`config.mk`:
```
export PLATFORM = sky130hd
export DESIGN_NAME = timer_counter_flat
export DESIGN_NICKNAME = d
export VERILOG_FILES = /design/src/rtl/timer_counter_pkg.sv /design/src/rtl/timer_counter_if.sv /design/src/rtl/timer_counter.sv /design/src/flat_wrapper.sv
export SDC_FILE = /design/constraint.sdc
export NUM_CORES = 1
export LEC_CHECK = 0
export BUFFER_PORTS_ARGS = -buffer_cell sky130_fd_sc_hd__buf_2
export CAP_MARGIN = 20
export CORE_ASPECT_RATIO = 1.1
export CORE_MARGIN = 10
export CORE_UTILIZATION = 30
export DETAILED_ROUTE_END_ITERATION = 6
export MAX_ROUTING_LAYER = met4
export PLACE_DENSITY_LB_ADDON = 0.25
export SYNTH_ARGS = -nofsm -noshare
export SYNTH_HDL_FRONTEND = slang
export SYNTH_SLANG_ARGS = --single-unit
```
`constraint.sdc`:
```
create_clock -name clk -period 6.84 [get_ports clk]
set_input_delay 0.342 -clock clk [delete_from_list [all_inputs] [get_ports clk]]
set_output_delay 0.342 -clock clk [all_outputs]
set_load 0.02 [all_outputs]
```
`src/rtl/timer_counter_pkg.sv`:
```
// Shared definitions for the timer/counter peripheral and the CPU bridge that decodes it.
// Holds the register word offsets, the CTRL bit positions, the MODE encodings and the FSM
// state encoding.
package timer_counter_pkg;

  localparam int unsigned DataWidth = 32;

  // Register word offsets (bridge address bits [3:2])
  localparam logic [1:0] AddrCtrl   = 2'd0;
  localparam logic [1:0] AddrPreset = 2'd1;
  localparam logic [1:0] AddrCount  = 2'd2;
  localparam logic [1:0] AddrRsvd   = 2'd3;

  // CTRL bit positions; bits [31:4] are not stored and read as zero
  localparam int unsigned CtrlEnBit   = 0;
  localparam int unsigned CtrlModeLsb = 1;
  localparam int unsigned CtrlModeMsb = 2;
  localparam int unsigned CtrlImBit   = 3;

  // MODE encodings; 2'b10 and 2'b11 fall back to one-shot behaviour
  localparam logic [1:0] ModeOneShot    = 2'b00;
  localparam logic [1:0] ModeAutoReload = 2'b01;

  typedef enum logic [1:0] {
    StIdle = 2'd0,
    StLoad = 2'd1,
    StCnt  = 2'd2,
    StInt  = 2'd3
  } state_e;

  function automatic logic is_auto_reload(input logic [1:0] mode);
    return mode == ModeAutoReload;
  endfunction

endpackage

```
`src/rtl/timer_counter_if.sv`:
```
// Register bus between the CPU bridge and the timer/counter.
//   addr : word offset of the selected register
//   we   : write strobe for the selected register
//   wd   : write data
//   rd   : combinational read data of the selected register
//   irq  : interrupt request towards the CPU
interface timer_counter_if;
  import timer_counter_pkg::*;

  logic [1:0]           addr;
  logic                 we;
  logic [DataWidth-1:0] wd;
  logic [DataWidth-1:0] rd;
  logic                 irq;

  modport master (
    output addr,
    output we,
    output wd,
    input  rd,
    input  irq
  );

  modport slave (
    input  addr,
    input  we,
    input  wd,
    output rd,
    output irq
  );

endinterface

```
`src/rtl/timer_counter.sv`:
```
// Programmable down-counting timer with one-shot and auto-reload modes.
// Ports:
//   clk   : system clock, all state changes on the rising edge
//   reset : asynchronous active-high reset
//   bus   : register bus (slave side): addr/we/wd in, rd/irq out
// Registers: CTRL (EN, MODE, IM), PRESET (reload value), COUNT (read-only), reserved.
// irq = IRQF & IM. One-shot IRQF holds until software writes CTRL; auto-reload IRQF is a
// single-cycle pulse per period.
module timer_counter
  import timer_counter_pkg::*;
#(
  parameter logic [31:0] PRESET_RST = 32'h0000_0000
) (
  input logic            clk,
  input logic            reset,
  timer_counter_if.slave bus
);

  state_e state_q, state_d;

  logic                 en_q;
  logic [1:0]           mode_q;
  logic                 im_q;
  logic [DataWidth-1:0] preset_q;
  logic [DataWidth-1:0] count_q;
  logic                 irqf_q;

  logic ctrl_we;
  logic preset_we;
  logic auto_reload;
  logic load_count;
  logic dec_count;
  logic set_irqf;
  logic clr_irqf_pulse;
  logic clr_en_oneshot;

  assign ctrl_we     = bus.we && (bus.addr == AddrCtrl);
  assign preset_we   = bus.we && (bus.addr == AddrPreset);
  assign auto_reload = is_auto_reload(mode_q);

  // State register
  always_ff @(posedge clk or posedge reset) begin
    if (reset) begin
      state_q <= StIdle;
    end else begin
      state_q <= state_d;
    end
  end

  // Next-state logic
  always_comb begin
    state_d = state_q;
    unique case (state_q)
      StIdle: if (en_q) state_d = StLoad;
      StLoad: state_d = StCnt;
      StCnt: begin
        if (!en_q) begin
          state_d = StIdle;
        end else if (count_q == '0) begin
          state_d = StInt;
        end
      end
      StInt:   state_d = auto_reload ? StLoad : StIdle;
      default: state_d = StIdle;
    endcase
  end

  // Outputs and datapath strobes
  always_comb begin
    // COUNT is captured on the edge that enters LOAD, so it already holds PRESET during LOAD
    load_count     = (state_d == StLoad) && (state_q != StLoad);
    dec_count      = (state_q == StCnt) && en_q && (count_q != '0);
    // IRQF rises on the edge that enters INT
    set_irqf       = (state_q == StCnt) && (state_d == StInt);
    clr_irqf_pulse = (state_q == StInt) && auto_reload;
    clr_en_oneshot = (state_q == StInt) && !auto_reload;

    bus.irq = irqf_q & im_q;
    bus.rd  = '0;
    unique case (bus.addr)
      AddrCtrl:   bus.rd = {{(DataWidth-4){1'b0}}, im_q, mode_q, en_q};
      AddrPreset: bus.rd = preset_q;
      AddrCount:  bus.rd = count_q;
      AddrRsvd:   bus.rd = '0;
      default:    bus.rd = '0;
    endcase
  end

  // Register file and counter
  always_ff @(posedge clk or posedge reset) begin
    if (reset) begin
      en_q     <= 1'b0;
      mode_q   <= ModeOneShot;
      im_q     <= 1'b0;
      preset_q <= PRESET_RST;
      count_q  <= '0;
      irqf_q   <= 1'b0;
    end else begin
      // A CTRL write beats the one-shot EN clear from INT
      if (ctrl_we) begin
        en_q   <= bus.wd[CtrlEnBit];
        mode_q <= bus.wd[CtrlModeMsb:CtrlModeLsb];
        im_q   <= bus.wd[CtrlImBit];
      end else if (clr_en_oneshot) begin
        en_q <= 1'b0;
      end

      if (preset_we) begin
        preset_q <= bus.wd;
      end

      if (load_count) begin
        count_q <= preset_q;
      end else if (dec_count) begin
        count_q <= count_q - 1'b1;
      end

      // Any CTRL write acknowledges the interrupt, even in the cycle it would be raised
      if (ctrl_we) begin
        irqf_q <= 1'b0;
      end else if (set_irqf) begin
        irqf_q <= 1'b1;
      end else if (clr_irqf_pulse) begin
        irqf_q <= 1'b0;
      end
    end
  end

endmodule

```
`src/flat_wrapper.sv`:
```
// flat-port wrapper written by rule: the top's interface ports become plain ports
module timer_counter_flat import timer_counter_pkg::*;
#(
  parameter logic [31:0] PRESET_RST = 32'h0000_0000
)
  (clk, reset, bus_addr, bus_we, bus_wd, bus_rd, bus_irq);
  timer_counter_if bus_i ();
  input logic clk;
  input logic reset;
  input wire logic [$bits(bus_i.addr)-1:0] bus_addr;
  input wire logic [$bits(bus_i.we)-1:0] bus_we;
  input wire logic [$bits(bus_i.wd)-1:0] bus_wd;
  output wire logic [$bits(bus_i.rd)-1:0] bus_rd;
  output wire logic [$bits(bus_i.irq)-1:0] bus_irq;
  assign bus_i.addr = bus_addr;
  assign bus_i.we = bus_we;
  assign bus_i.wd = bus_wd;
  assign bus_rd = bus_i.rd;
  assign bus_irq = bus_i.irq;
  timer_counter #(.PRESET_RST(PRESET_RST)) u_core (.clk(clk), .reset(reset), .bus(bus_i));
endmodule
```
# Word-level counts from Yosys, hierarchy flattened
# Cells that the tools add are included.
dict set report classes {
  n_reduce_logical 16
  mul 0
  n_shift 0
  bitwise 1
  div 0
  n_mux 13
  magnitude_cmp 0
  add_sub_neg 1
  eq_ne 10
}
# operator count
set op_table {}
lappend op_table {{32-bit case mux with 4 select lines} 1}
lappend op_table {{32-bit 2-to-1 mux} 2}
lappend op_table {{32-bit zero test} 1}
lappend op_table {{32-bit nonzero test} 1}
lappend op_table {{32-bit by 1-bit subtractor with 32-bit output, second input constant} 1}
lappend op_table {{2-bit equality test, second input constant} 5}
lappend op_table {{2-bit by 1-bit equality test with 1-bit output, second input constant} 4}
lappend op_table {{1-bit logical AND} 8}
lappend op_table {{2-bit case mux with 4 select lines} 1}
lappend op_table {{1-bit 2-to-1 mux} 6}
lappend op_table {{2-bit 2-to-1 mux} 3}
lappend op_table {{2-bit zero test} 2}
lappend op_table {{2-bit nonzero test} 2}
lappend op_table {{3-bit nonzero test} 1}
lappend op_table {{2-bit by 1-bit != test with 1-bit output, second input constant} 1}
lappend op_table {{1-bit AND} 1}
lappend op_table {{1-bit zero test} 1}
dict set report word_totals {
  ramBits 0
  mem_bits_ro 0
  in_bits 37
  memories 0
  wordCells 48
  latch_bits 0
  register_bits 71
}

# Logic depth before layout (Yosys ltp)
# Gate-level depths: netlist (run 1).
dict set report logic_depth {
  word_depth 8
  ltp_mapped 10
  mapped_depth_nobuf 7
}

# Worst setup path after synthesis (run 1)
# OpenSTA, ideal clock, no wires.
dict set report synth_path {
  path_kind {register to register}
  start {register u_core.count_q[3]}
  end {register u_core.count_q[15]}
  setup_time_ps 126
  setup_slack_ps 4238
  stages_incl_launch_ff 9
  arrival_ps 2476
  required_ps 6714
  path_cell_list {dfrtp_1 or4_4 buf_6 or4_4 buf_6 o31ai_4 buf_6 a21oi_1 a221o_1}
}
dict set report synth_between {
  elab_chain_len 7
  elab_cells_between_ends 12
  cone_classes {add/sub (1); eq/ne (1); mux (5); reduce/logical (5)}
}
# element line
set synth_rtl {}
lappend synth_rtl {{start: declaration} timer_counter.sv:25} ;# logic [DataWidth-1:0] count_q;
lappend synth_rtl {{start signal: assignment} timer_counter.sv:113} ;# count_q <= preset_q;
lappend synth_rtl {{start signal: assignment} timer_counter.sv:115} ;# count_q <= count_q - 1'b1;
lappend synth_rtl {{branches (longest 7 deep; another with 32-bit by 1-bit subtractor with 32-bit output)} --}
# Several ways; the timed one is not identified. The select of a mux whose other input is x is not followed.
# A chain may end at the register's enable or synchronous reset.

# Worst setup path after layout (run 1)
dict set report layout_path {
  start {register u_core.count_q[2]}
  end {register u_core.count_q[8]}
}
# Same word-level chain as after synthesis.

==> results.json, run 1 <==
{
  "synth_nets": 426,
  "hp-start": "bus_wd[6]",
  "tightest_slew_ps": 954,
  "core.rowCount": 43,
  "cts_resized": 0,
  "clock-root-buffer": "clkbuf_16",
  "grt_pass1_vias": 3454,
  "synth.distinct_cells": 44,
  "fin_skew_ps": 5.72,
  "clockPowerShare": 0.254,
  "dieArea_um2": 18100,
  "worstPathMaxFanout": 30,
  "ys_ff_latch": 71,
  "r2r_slack_ps": 3780,
  "htreeDepth": 3,
  "portBuffers": 69,
  "rsz0062_at_grt": "no",
  "ys.flop_type": "dfrtp_1",
  "start_util": 0.309,
  "hold_end": "u_core.preset_q[6]",
  "cap_violations": 0,
  "syn_area_um2": 3940,
  "num_antenna_cells": 0,
  "place_congestion": 0.852,
  "final_nets": 489,
  "pwr-share-seq": 0.406,
  "setup_viol": 0,
  "hold_depth": 2,
  "yosysSeqAreaShare": 0.451,
  "peakVddDrop_v": 0.000115,
  "status": "finished, final reports clean",
  "antenna_found_initial": 0,
  "fin_crit_sh": 0.448,
  "finalHoldViolations": 0,
  "critPathArrivalTime_ps": 3280,
  "fillers": 1280,
  "drive_above_1_share": 0.307,
  "p_switching_w": 0.000707,
  "switching_share": 0.390,
  "postCtsSetupBuffers": 0,
  "grt-ovfl-total": 0,
  "ys_async_sr_fraction": 1.00,
  "power_density_nw_per_um2": 385,
  "synth.avg_cell_area_um2": 10.2,
  "ant_nets": 0,
  "slew_viol_final": 0,
  "synth.top_cells.by_area": "dfrtp_1, mux2_2, a22o_1, o311ai_0, nand2_1",
  "cts_buffers": 9,
  "power_frac_comb": 0.340,
  "grt_max_degree": 72,
  "synth_top_area_frac": 0.451,
  "cts_hold_buf": 0,
  "worst_hold_path_type": "input port to register",
  "synth_edf_count": 0,
  "syn_to_final_growth_pct": 19.6,
  "p_leak_nw": 2.04,
  "core_um2": 12800,
  "chipHeight_um": 140,
  "track_usage": 0.129,
  "period_needed_ps": 3060,
  "tns_ps": 0,
  "yosysMostFrequentCell": "dfrtp_1",
  "drt_iter0_drc": 298,
  "worstSkewPairLatency_ps": 340,
  "synthTopCellsByCount": "dfrtp_1, mux2_2, nand2_1, a22o_1, nand3_1",
  "hpwl_um": 7820,
  "ioPinCount": 70,
  "cp-end-kind": "register",
  "final_core_util": 0.369,
  "critPathKind": "register to register",
  "wirelength_um": 11300,
  "vias": 3398,
  "yosys_warnings": 0,
  "r2r-start": "u_core.count_q[2]",
  "cts_buffer_depth": 2,
  "wl_per_cell_um": 18.4,
  "synth_largest_area_cell": "dfrtp_1",
  "relSlewSlack": 0.364,
  "drc": 0,
  "cts_sinks": 71,
  "fmax_mhz": 327,
  "synth_cells": 388,
  "rr_endpoint": "u_core.count_q[8]",
  "p_int_w": 0.00111,
  "cp.required_ps": 7060,
  "via_per_inst": 5.54,
  "start_kind": "register",
  "rr_worst_depth": 6,
  "die-width_um": 129,
  "path_clk_slew_ps": 60,
  "drtPass1Iterations": 4,
  "grt_pass1_wl_um": 18300,
  "cts_tree": "built"
}
-- stage by stage --
step / setup WS, ps / std cells / instance area [um2] / total power [W] / hold slack [ps]
floorplan: 4240 / 388 / 3940 / 0.00116 / 465
detailed placement: 3810 / 596 / 4400 / 0.00135 / 494
global placement: 3880 / 596 / 4400 / 0.00134 / 498
CTS: 3800 / 612 / 4700 / 0.00182 / 225
global route: 3620 / 613 / 4710 / 0.00195 / 227
finish: 3780 / 613 / 4710 / 0.00181 / 229
-- registers in the layout, indices dropped and copies added (netlist names) --
register,count
u_core.en_q,1
u_core.im_q,1
u_core.irqf_q,1
u_core.state_q,2
u_core.preset_q,32
u_core.count_q,32
u_core.mode_q,2
-- kinds of logic (layout without fill, tap and decap cells) --
family,after synthesis,after routing,synth area share
AO/OA/AOI/OAI,98,98,0.191
AND/OR/NAND/NOR,146,146,0.200
adder cells (fa/ha/maj),1,1,0.00318
multiplexers,40,40,0.112
flip-flops,71,71,0.451
buffers and inverters,32,100,0.0426
-- power groups by stage --
stage / combinational, W / sequential [W] / clock (W)
4_1_cts: 0.000619 / 0.000732 / 0.000473
3_5_place_dp: 0.000615 / 0.000738 / 0
3_3_place_gp: 0.000609 / 0.000732 / 0
6_report: 0.000618 / 0.000736 / 0.000461
5_1_grt: 0.000693 / 0.000763 / 0.000492
2_1_floorplan: 0.000482 / 0.000678 / 0
-- worst max path at each step --
stage / from / endpoint / slack, ps / depth (start not counted)
after floorplan: u_core.count_q[3] / u_core.count_q[15] / 4240 / 8
after global placement: u_core.count_q[7] / u_core.count_q[8] / 3880 / 6
after detailed placement: u_core.count_q[7] / u_core.count_q[8] / 3810 / 6
after CTS: u_core.count_q[2] / u_core.count_q[8] / 3800 / 6
after global routing: u_core.count_q[7] / u_core.count_q[30] / 3620 / 5
final: u_core.count_q[2] / u_core.count_q[8] / 3780 / 6
-- cell usage in the layout, fill, tap and decap left out, types with 4 or more instances in the layout --
master      n
nor2_1     17
or4_1       8
mux2i_1     6
or3_1      20
o311ai_0   16
nor3_1      6
a31oi_1     9
buf_2      69
nor4_1      7
buf_4       7
nand2b_1    4
o21ai_0    20
mux2_2     34
nand3_1    23
clkbuf_8    4
nand2_1    34
a22o_1     29
inv_1       6
clkbuf_16   9
o211ai_1    5
or2_2       4
nand4_1     7
dfrtp_1    71
-- cell type report --
cell class / count / area, um2 / share of cell area
inverters: 7 / 26.3 / 0.00558
flip-flops and latches: 71 / 1780 / 0.377
clock buffers: 13 / 280 / 0.0595
multi-input cells: 285 / 2000 / 0.425
clock inverters: 3 / 15.0 / 0.00319
well taps: 157 / 196 / 0.0417
repair buffers: 77 / 413 / 0.0876
-- critical path, cell delays in order (launching register included) --
cell     delay (ps)
dfrtp_1         460
or4_4           590
or4_4           560
o31ai_4         600
buf_4           390
nor2_1           80
a221o_1         260
-- routing by layer --
layer  share of wire  vias up  GRT usage
li1                -     1634          -
met1            0.47     1677      0.163
met2            0.46       77      0.197
met3           0.046       10     0.0313
met4           0.017        0     0.0437
met5               0        -          -
Note: power is estimated with default switching activity, not from simulation.
==> inputs of run 2 (changes only) <==
Clock period 6.84 ns to 2.8 ns, I/O delays scaled along.
==> results.json, run 2 (synthesis gave the netlist of run 1 again) <==
{
  "drtPass1Iterations": 4,
  "cts_tree": "built",
  "core_um2": 12800,
  "reg_top3": "u_core.count_q: 32 flops, u_core.preset_q: 32 flops",
  "start_util": 0.309,
  "critPathArrivalTime_ps": 2840,
  "grt_pass1_wl_um": 18700,
  "final_nets": 499,
  "place_congestion": 0.864,
  "fmax_mhz": 380,
  "antenna_found_initial": 0,
  "switching_share": 0.379,
  "grt_pass1_vias": 3487,
  "p_switching_w": 0.00172,
  "start_kind": "register",
  "power_frac_comb": 0.340,
  "cts_sinks": 71,
  "setup_viol": 0,
  "rr_endpoint": "u_core.count_q[25]",
  "core.rowCount": 43,
  "wirelength_um": 11200,
  "drive_above_1_share": 0.313,
  "worstSkewPairLatency_ps": 330,
  "tns_ps": 0,
  "vias": 3406,
  "power_density_nw_per_um2": 946,
  "htreeDepth": 3,
  "hpwl_um": 8090,
  "portBuffers": 69,
  "dieArea_um2": 18100,
  "final_cell_mix": "dfrtp_1, buf_2, nand2_1, mux2_2, a22o_1",
  "fin_skew_ps": 8.78,
  "tightest_slew_ps": 635,
  "layout_commonest_cell": "dfrtp_1",
  "grt_max_degree": 36,
  "slew_viol_final": 0,
  "ioPinCount": 70,
  "cts_buffer_depth": 2,
  "num_antenna_cells": 0,
  "postCtsSetupBuffers": 0,
  "r2r_slack_ps": 170,
  "clockPowerShare": 0.265,
  "drc": 0,
  "via_per_inst": 5.47,
  "cts_buffers": 9,
  "grt-ovfl-total": 0,
  "cts_resized": 0,
  "cap_violations": 0,
  "fin_hold_ws_ps": 38.1,
  "peakVddDrop_v": 0.000310,
  "fillers": 1305,
  "path_clk_slew_ps": 60,
  "wl_per_cell_um": 18.0,
  "worstPathMaxFanout": 18,
  "cp-startpoint": "u_core.count_q[7]",
  "track_usage": 0.130,
  "worst_hold_path_type": "input port to register",
  "hold_depth": 2,
  "drt_iter0_drc": 158,
  "status": "finished, final reports clean",
  "hold_end": "u_core.preset_q[6]",
  "critPathKind": "register to register",
  "r2r-start": "u_core.count_q[7]",
  "hp-start": "bus_wd[6]",
  "clock-root-buffer": "clkbuf_16",
  "cp.required_ps": 3010,
  "relSlewSlack": 0.577,
  "finalPower_w": 0.00454,
  "syn_to_final_growth_pct": 22.0,
  "fin_crit_sh": 0.939,
  "p_leak_nw": 2.09,
  "chipHeight_um": 140,
  "p_int_w": 0.00282,
  "ant_nets": 0,
  "rsz0062_at_grt": "no",
  "cts_hold_buf": 1,
  "rr_worst_depth": 6,
  "cp-end-kind": "register",
  "die-width_um": 129,
  "finalHoldViolations": 0,
  "period_needed_ps": 2630,
  "pwr-share-seq": 0.395
}
-- run 2: worst max-delay path by stage --
stage               slack, ps  depth (start not counted)            endpoint
detailed placement        200                          6  u_core.count_q[25]
finish                    170                          6  u_core.count_q[25]
floorplan                 200                          8  u_core.count_q[15]
CTS                       170                          6  u_core.count_q[25]
global placement          240                          6  u_core.count_q[25]
global route                5                          6  u_core.count_q[29]
-- run 2: final cells by class --
type / count / area, um2 / area share
multi-input combinational: 285 / 2000 / 0.417
sequential: 71 / 1780 / 0.370
timing repair buffer: 87 / 495 / 0.103
clock buffer: 12 / 236 / 0.0492
tap: 157 / 196 / 0.0409
clock inverter: 4 / 70.1 / 0.0146
inverter: 7 / 26.3 / 0.00547
-- run 2: power by group through the flow --
stage / sequential, W / clock, W / combinational (W)
2_1_floorplan: 0.00166 / 0 / 0.00118
3_3_place_gp: 0.00178 / 0 / 0.00154
3_5_place_dp: 0.00180 / 0 / 0.00156
4_1_cts: 0.00179 / 0.00123 / 0.00157
5_1_grt: 0.00186 / 0.00128 / 0.00173
6_report: 0.00179 / 0.00121 / 0.00155
-- run 2: metrics by stage --
step	std cells	utilization	cell area [um2]	worst slack [ps]
floorplan	388	-	3940	198
global placement	606	0.352	4490	243
detailed placement	606	0.352	4490	201
CTS	623	0.377	4800	168
global route	623	0.377	4800	5.37
finish	623	0.377	4800	171
-- run 2: metal layers --
layer	GRT usage	up-vias	share of wire
met4	0.0312	0	0.0075
li1	-	1644	-
met1	0.166	1664	0.45
met3	0.0370	4	0.062
met2	0.199	94	0.48
met5	-	-	0
-- run 2: worst max-delay path, stage by stage (launching register included) --
cell and delay [ps]:
dfrtp_1 420, or4_4 590, or4_4 600, o31ai_4 320, buf_4 270, o311ai_0 150
o311ai_0 150
==> inputs of run 3 (changes only) <==
Settings changed: CORE_UTILIZATION 30 to 51, HOLD_SLACK_MARGIN set to 0.15.
==> results.json, run 3 (synthesis gave the netlist of run 1 again) <==
{
  "path_cells": "or4_4 -> or4_4 -> o31ai_4 -> buf_12 -> nor2_1 -> a221o_1",
  "path_common_cell": "or4_4",
  "cts_resized": 0,
  "cts_sinks": 71,
  "setup_viol": 0,
  "cap_violations": 0,
  "critPathKind": "register to register",
  "finalPower_w": 0.00432,
  "grt_pass1_wl_um": 17800,
  "fmax_mhz": 380,
  "status": "finished, final reports clean",
  "wirelength_um": 10500,
  "cpPeakStageDelay_ps": 600,
  "ant_nets": 0,
  "drc": 0,
  "htreeDepth": 3,
  "clock-root-buffer": "clkbuf_8",
  "vias": 3552,
  "cp.required_ps": 3040,
  "peakVddDrop_v": 0.000462,
  "start_util": 0.527,
  "wl_per_cell_um": 17.5,
  "cts_tree": "built",
  "drtPass1Iterations": 4,
  "finalHoldViolations": 0,
  "core.rowCount": 33,
  "p_switching_w": 0.00169,
  "worstPathMaxFanout": 39,
  "slew_viol_final": 0,
  "track_usage": 0.187,
  "relSlewSlack": 0.469,
  "num_antenna_cells": 0,
  "clockPowerShare": 0.219,
  "grt_pass1_vias": 3534,
  "tns_ps": 0,
  "portBuffers": 69,
  "fin_skew_ps": 7.07,
  "grt-ovfl-total": 0,
  "period_needed_ps": 2630,
  "dieArea_um2": 11600,
  "ioPinCount": 70,
  "worst_slack_ps": 166,
  "drt_iter0_drc": 226,
  "antenna_found_initial": 0,
  "path_clk_slew_ps": 80,
  "fillers": 590,
  "power_density_nw_per_um2": 865,
  "cts_buffer_depth": 2,
  "rsz0062_at_grt": "no",
  "hpwl_um": 7170,
  "worst_hold_path_type": "input port to register",
  "reg_top3": "u_core.count_q: 32 flops, u_core.preset_q: 32 flops",
  "place_congestion": 0.897,
  "power_frac_comb": 0.367,
  "core_um2": 7470,
  "p_leak_nw": 2.18,
  "post-place-ws_ps": 190,
  "syn_to_final_growth_pct": 26.7,
  "postCtsSetupBuffers": 0,
  "start_kind": "register",
  "layout_commonest_cell": "dfrtp_1",
  "tightest_slew_ps": 795,
  "switching_share": 0.393,
  "chipHeight_um": 112,
  "via_per_inst": 5.90,
  "worstSkewPairLatency_ps": 360,
  "die-width_um": 104,
  "final_cell_mix": "dfrtp_1, buf_2, nand2_1, mux2_2, dlygate4sd3_1",
  "grt_max_degree": 40,
  "drive_above_1_share": 0.298,
  "cp-end-kind": "register",
  "critPathArrivalTime_ps": 2870,
  "fin_crit_sh": 0.941,
  "crit_path_top_delay_cell": "or4_4",
  "p_int_w": 0.00262,
  "final_nets": 530,
  "cts_buffers": 9,
  "pwr-share-seq": 0.415
}
## run 3: power groups by stage
stage,registers (W),logic (W),clock network [W]
6_report,0.00179,0.00158,0.000944
2_1_floorplan,0.00166,0.00118,0
4_1_cts,0.00177,0.00159,0.000956
3_5_place_dp,0.00179,0.00154,0
3_3_place_gp,0.00177,0.00151,0
5_1_grt,0.00185,0.00177,0.000990
## run 3: per-stage QoR
step	hold WS (ps)	instance area, um2	util	std cells
2_1_floorplan	291	3940	-	388
3_3_place_gp	325	4430	0.593	553
3_5_place_dp	328	4430	0.593	553
4_1_cts	215	4990	0.668	602
5_1_grt	254	4990	0.668	602
6_report	219	4990	0.668	602
## run 3: worst max-delay path, delay by kind of cell (launching register included)
kind	cells	cell delay [ps]
AO/OA/AOI/OAI	2	580
buffers and inverters	1	220
flip-flops	1	440
AND/OR/NAND/NOR	3	1270
## run 3: final cells by class
type	count	area, um2	share of cell area
repair buffers	118	821	0.164
well taps	105	131	0.0263
flip-flops and latches	71	1780	0.356
clock buffers	11	151	0.0303
inverters	7	26.3	0.00527
multi-input cells	285	2000	0.401
clock inverters	5	80.1	0.0160
## run 3: final timing paths
kind                       slack (ps)                  end  depth (start not counted)                start
max                               170    u_core.count_q[8]                          6    u_core.count_q[7]
max in group asynchronous        1650  u_core.preset_q[22]                          4                reset
min                               220        u_core.irqf_q                          3               bus_we
min in group asynchronous         490   u_core.preset_q[7]                          3                reset
min reg2reg                       510   u_core.count_q[10]                          2  u_core.preset_q[10]
max reg2reg                       170    u_core.count_q[8]                          6    u_core.count_q[7]
## run 3: timing repair
| item | in CTS | in global routing |
|---|---|---|
| hold endpoints to repair | 70 | 0 |
| hold buffers | 33 | 0 |
| setup endpoints to repair | 0 | 0 |
## run 3: layer usage
metal,vias up,routed length [um],global-route usage
li1,1706,-,-
met1,1707,4810,0.237
met2,125,5020,0.296
met3,14,501,0.0297
met4,0,179,0.0715
met5,-,0,-
